<file path="src/rtl/ecc_mul_io_bridge.sv">
`default_nettype none
// ============================================================================
// Module   : ecc_mul_io_bridge
// Brief    : Deserialises Px/Py/k for the ECC scalar multiplier, launches it,
//            and serialises the captured Rx/Ry result onto the output stream.
// Revision : 1.0
// ============================================================================
module ecc_mul_io_bridge #(
    parameter int DATA_WIDTH = 256,
    parameter int BUS_WIDTH  = 32
) (
    input  logic                  clk,
    input  logic                  rst_n,
    input  logic [BUS_WIDTH-1:0]  s_data,
    input  logic                  s_valid,
    input  logic                  s_last,
    output logic                  s_ready,
    output logic [BUS_WIDTH-1:0]  m_data,
    output logic                  m_valid,
    output logic                  m_last,
    input  logic                  m_ready,
    output logic [DATA_WIDTH-1:0] mul_Px,
    output logic [DATA_WIDTH-1:0] mul_Py,
    output logic [DATA_WIDTH-1:0] mul_k,
    output logic                  mul_in_valid,
    input  logic [DATA_WIDTH-1:0] mul_Rx,
    input  logic [DATA_WIDTH-1:0] mul_Ry,
    input  logic                  mul_out_valid,
    output logic                  frame_err,
    output logic                  busy
);

    localparam int WORDS  = DATA_WIDTH / BUS_WIDTH;
    localparam int IN_CW  = $clog2(3 * WORDS);
    localparam int OUT_CW = $clog2(2 * WORDS);
    localparam logic [IN_CW-1:0]  IN_LAST  = IN_CW'(3 * WORDS - 1);
    localparam logic [OUT_CW-1:0] OUT_LAST = OUT_CW'(2 * WORDS - 1);

    typedef enum logic [1:0] {
        S_LOAD  = 2'd0,
        S_START = 2'd1,
        S_WAIT  = 2'd2,
        S_DRAIN = 2'd3
    } state_t;

    state_t                      r_state;
    state_t                      w_state_next;
    logic [IN_CW-1:0]            r_in_cnt;
    logic [IN_CW-1:0]            w_in_cnt_next;
    logic [OUT_CW-1:0]           r_out_cnt;
    logic [OUT_CW-1:0]           w_out_cnt_next;
    logic [3*DATA_WIDTH-1:0]     r_operands;
    logic [2*DATA_WIDTH-1:0]     r_result;
    logic [2*DATA_WIDTH-1:0]     w_res_src;
    logic [BUS_WIDTH-1:0]        w_m_data_next;
    logic                        w_m_last_next;
    logic                        w_frame_err_next;

    logic w_accept;
    logic w_in_final;
    logic w_capture;
    logic w_out_fire;

    assign w_accept   = (r_state == S_LOAD) && s_valid && s_ready;
    assign w_in_final = (r_in_cnt == IN_LAST);
    assign w_capture  = (r_state == S_WAIT) && mul_out_valid;
    assign w_out_fire = m_valid && m_ready;

    assign mul_Px = r_operands[0            +: DATA_WIDTH];
    assign mul_Py = r_operands[DATA_WIDTH   +: DATA_WIDTH];
    assign mul_k  = r_operands[2*DATA_WIDTH +: DATA_WIDTH];

    always_comb begin
        w_state_next     = r_state;
        w_in_cnt_next    = r_in_cnt;
        w_out_cnt_next   = r_out_cnt;
        w_frame_err_next = 1'b0;
        case (r_state)
            S_LOAD: begin
                if (w_accept) begin
                    // A last flag on the wrong word (early or missing) discards the frame
                    if (s_last != w_in_final) begin
                        w_frame_err_next = 1'b1;
                        w_in_cnt_next    = '0;
                    end else if (w_in_final) begin
                        w_state_next  = S_START;
                        w_in_cnt_next = '0;
                    end else begin
                        w_in_cnt_next = r_in_cnt + 1'b1;
                    end
                end
            end
            S_START: w_state_next = S_WAIT;
            S_WAIT: begin
                if (mul_out_valid) begin
                    w_state_next = S_DRAIN;
                end
            end
            S_DRAIN: begin
                if (w_out_fire) begin
                    if (r_out_cnt == OUT_LAST) begin
                        w_state_next   = S_LOAD;
                        w_out_cnt_next = '0;
                    end else begin
                        w_out_cnt_next = r_out_cnt + 1'b1;
                    end
                end
            end
            default: w_state_next = S_LOAD;
        endcase
    end

    // The first output word is taken straight from the multiplier bus on capture
    always_comb begin
        w_res_src     = w_capture ? {mul_Ry, mul_Rx} : r_result;
        w_m_data_next = '0;
        if (w_state_next == S_DRAIN) begin
            for (int i = 0; i < 2 * WORDS; i++) begin
                if (w_out_cnt_next == OUT_CW'(i)) begin
                    w_m_data_next = w_res_src[i*BUS_WIDTH +: BUS_WIDTH];
                end
            end
        end
        w_m_last_next = (w_state_next == S_DRAIN) && (w_out_cnt_next == OUT_LAST);
    end

    always_ff @(posedge clk or negedge rst_n) begin
        if (!rst_n) begin
            r_state      <= S_LOAD;
            r_in_cnt     <= '0;
            r_out_cnt    <= '0;
            r_operands   <= '0;
            r_result     <= '0;
            s_ready      <= 1'b0;
            m_valid      <= 1'b0;
            m_last       <= 1'b0;
            m_data       <= '0;
            mul_in_valid <= 1'b0;
            frame_err    <= 1'b0;
            busy         <= 1'b0;
        end else begin
            r_state      <= w_state_next;
            r_in_cnt     <= w_in_cnt_next;
            r_out_cnt    <= w_out_cnt_next;
            s_ready      <= (w_state_next == S_LOAD);
            m_valid      <= (w_state_next == S_DRAIN);
            m_last       <= w_m_last_next;
            m_data       <= w_m_data_next;
            mul_in_valid <= (w_state_next == S_START);
            frame_err    <= w_frame_err_next;
            busy         <= (w_state_next != S_LOAD);
            if (w_accept) begin
                for (int i = 0; i < 3 * WORDS; i++) begin
                    if (r_in_cnt == IN_CW'(i)) begin
                        r_operands[i*BUS_WIDTH +: BUS_WIDTH] <= s_data;
                    end
                end
            end
            if (w_capture) begin
                r_result <= {mul_Ry, mul_Rx};
            end
        end
    end

endmodule
`default_nettype wire

</file>
<file path="config.mk">
export PLATFORM = sky130hd
export DESIGN_NAME = ecc_mul_io_bridge
export DESIGN_NICKNAME = d
export VERILOG_FILES = /design/src/rtl/ecc_mul_io_bridge.sv
export SDC_FILE = /design/constraint.sdc
export NUM_CORES = 2
export LEC_CHECK = 0
export CAP_MARGIN = 0
export CORE_AREA = 2 2 526 528
export DETAILED_ROUTE_END_ITERATION = 7
export DIE_AREA = 0 0 528 530
export PLACE_DENSITY = 0.47
export SLEW_MARGIN = 25
export SYNTH_ARGS = -nofsm -noshare
export SYNTH_HDL_FRONTEND = slang
export SYNTH_SLANG_ARGS = --single-unit
</file>
<file path="constraint.sdc">
create_clock -name clk -period 8.2 [get_ports clk]
set_clock_uncertainty 0.05 [all_clocks]
set_input_delay 0.82 -clock clk [delete_from_list [all_inputs] [get_ports clk]]
set_output_delay 0.82 -clock clk [all_outputs]
set_load 0.03 [all_outputs]
</file>
==> reports/results.txt <==
#FFs+latches synth: 1329
Largest net degree at the start of global routing: 163
Final Hold Vio Count: 0
FF-to-FF path depth: 8
Pleak: 36.20 nW
Post-synth cell types: 83
Vias in the first global route: 43040
R2r endpoint: m_data[7]
H-tree depth: 4
DRC: 0
Fin. max-slew vios: 0
Post-DP HPWL: 195500 um
DIE WIDTH: 528 um
Total Routed Length: 266400 um
Clk pwr share: 0.340
Worst vdd ir: 0.2177 mV
Die height: 530 um
Filler Cell Count: 28580
Crit-path max FO: 17
PortBufs: 1355
Worst setup EP type: register
Vias/cell: 4.349
Rows: 193
Worst Hold Launch: r_result[86]
Mapped Area: 0.05381 sq mm
Critical Path Start Type: register
First-pass GRT wire length: 361200 um
# clock sinks: 1329
Seq/Total Area, Yosys: 0.6181
Clock slew at reported path FFs: 0.05 ns
Setup Crit Path Kind: register to register
Post-route ant nets: 0
Hold path depth: 2
Cell count after placement: 9348
Reg2Reg Setup Slack: 3.53 ns
Num CTS Buffers: 168
Status: complete, no violations
Core ar.: 0.2748 sq mm
CTS tree: yes
Max Cap Viol: 0
RR Startpoint: r_out_cnt[1]
Int Power: 14.22 mW
FMAX: 214.0 MHz
Fin cells: 9657
Total gr overflow: 0
Ratio of cells with drive above 1 in the final layout: 0.1965
Critical path arrival: 5.31 ns
Total Routing Usage GR: 0.1832
Initial antenna violation count: 41
Vias: 42000
Fin nets: 6469
Final GP Congestion: 0.8857
Top-Level Pins: 1356
Synth Net Count: 5197
Die footprint: 0.2798 sq mm
Initial DRT Pass Iterations: 6
Psw: 8.019 mW
Ys flop type: dfrtp_1
Worst skew pair latency: 0.81 ns
Clock root buffer master: clkbuf_16
Power per cell area: 289.6 mW/mm^2
RSZ-0062 raised after global routing: no
Flop pwr share: 0.370
Worst Hold End: r_result[86]
Period utilization: 0.5697
Logic pwr share: 0.290
Net Sw Frac: 0.3605
Final Util: 0.2795
Min cycle time layout: 4.672 ns
Asr flop ratio synth: 1.000
Setup TNS: 0 ns
Worst Path Required: 8.84 ns
Initial Util: 0.1958
Worst-Margin Slew: 1.144 ns
Power consumption: 22.24 mW
Mapped Cells: 4641
WL per Instance: 27.58 um
Final Setup Violations: 0
Clock Tree Buf Depth: 4
Syn Area/Cell: 11.59 sq um
Rel. slew slack: 0.2366
EDFF count, synth: 0
Synthesis-to-layout area growth: 42.76%
Iter 0 DRT Violations: 3265
Syn. warnings: 0
Hold WC Path Type: register to register
==> critical path, cell delays in order (launching register included) <==
cell	delay [ns]
dfrtp_1	0.73
ha_1	0.72
a31oi_4	0.24
o32a_1	0.71
nor2_4	0.90
a22oi_1	0.39
a31o_1	0.32
a21o_1	0.19
a211oi_1	0.24
==> per-layer routing <==
layer,track usage,wire length [um],up-vias
met5,0,251,-
met4,0.07070,10830,40
met3,0.04876,20010,404
met2,0.2854,119500,1636
met1,0.2413,115800,21710
li1,-,-,18220
==> sequential cells by signal, summed over array words and instances, names as in the netlist <==
name and cells:
r_operands 768, r_result 512, m_data 32, r_in_cnt 5, r_out_cnt 4, r_state 2, busy 1, frame_err 1
m_last 1, m_valid 1, mul_in_valid 1, s_ready 1
==> cell usage in the layout, fill, tap and decap left out, drive strengths merged, types with 23 or more instances in the layout <==
cell type      netlist  routed
a211oi              36      36
mux2               768     768
a22oi               54      54
dfrtp             1329    1329
clkbuf             126     244
clkdlybuf4s50        0    1339
a21oi               44      44
nor2                72      72
clkinv               0      25
a222oi              24      24
nand2             1614    1614
buf                205      93
o21ai               71      71
o22ai               28      28
nand3               23      23
==> worst max path at each step <==
stage / start / endpoint / slack [ns] / depth (start not counted)
3_3_place_gp: m_ready / m_data[12] / 3.21 / 10
3_5_place_dp: m_ready / m_data[21] / 3.17 / 10
6_report: r_out_cnt[1] / m_data[7] / 3.53 / 8
4_1_cts: r_out_cnt[1] / m_data[7] / 3.60 / 8
2_1_floorplan: m_ready / m_data[31] / 5.42 / 12
5_1_grt: r_out_cnt[1] / m_data[3] / 3.41 / 8
==> synth_stat cells (12+ instances only) <==
library cell     n  share of area
o21ai_0         69         0.0064
dfrtp_1       1329           0.62
a22o_1          18         0.0029
a21o_1          21         0.0029
a22oi_1         53         0.0074
buf_4           22         0.0031
a221o_1         14         0.0026
nand2_1       1612           0.11
a21oi_1         43         0.0040
a211oi_1        31         0.0043
a222oi_1        24         0.0045
nand3_1         21         0.0020
mux2_2         766           0.16
buf_6           12         0.0025
clkbuf_1       125         0.0087
a221oi_1        22         0.0036
buf_2          116          0.011
a32o_1          14         0.0026
a31oi_1         21         0.0024
buf_1           54         0.0038
nor2_1          62         0.0043
o22ai_1         28         0.0033
==> area by class of cell <==
class                      count  area (sq um)  share of cell area
sequential                  1329         33260              0.4330
multi-input combinational   2972         19170              0.2495
timing repair buffer        1433         14240              0.1854
clock buffer                 244          4852             0.06317
tap                         3607          4513             0.05875
clock inverter                48         711.9            0.009268
antenna                       15         37.54           0.0004887
inverter                       9         33.78           0.0004398
==> power by group through the flow <==
stage	clock [mW]	combinational (mW)	sequential, mW
after floorplan	0	3.47	8.28
after global placement	0	6.38	8.32
after detailed placement	0	6.37	8.34
after CTS	7.79	6.40	8.23
after global routing	8.05	6.90	8.32
final	7.56	6.46	8.23
==> stage by stage <==
stage          hold slack (ns)  area [sq um]  setup slack [ns]
3_5_place_dp            0.4081         71170             3.167
4_1_cts                 0.4223         76740             3.600
3_3_place_gp            0.4032         71150             3.214
5_1_grt                 0.4336         76780             3.410
6_report                0.4216         76810             3.528
2_1_floorplan           0.3861         53810             5.424
==> repair_timing <==
action,4_1_cts,5_1_grt
hold endpoints to repair,85,0
hold buffers,1,0
buffers inserted,0,0
resized for setup,0,0
==> cells by family after synthesis <==
group	count (synthesis)	share of synthesized area
buffers and inverters	340	0.02986
and+or+nand+nor	1768	0.1296
DFF	1329	0.6181
AOI/OAI and AO/OA	427	0.05986
adders and majority gates	6	0.001395
muxes	769	0.1609
xor gates and xnor gates	2	0.0003256
No activity file was read; power rests on OpenSTA's default activity.
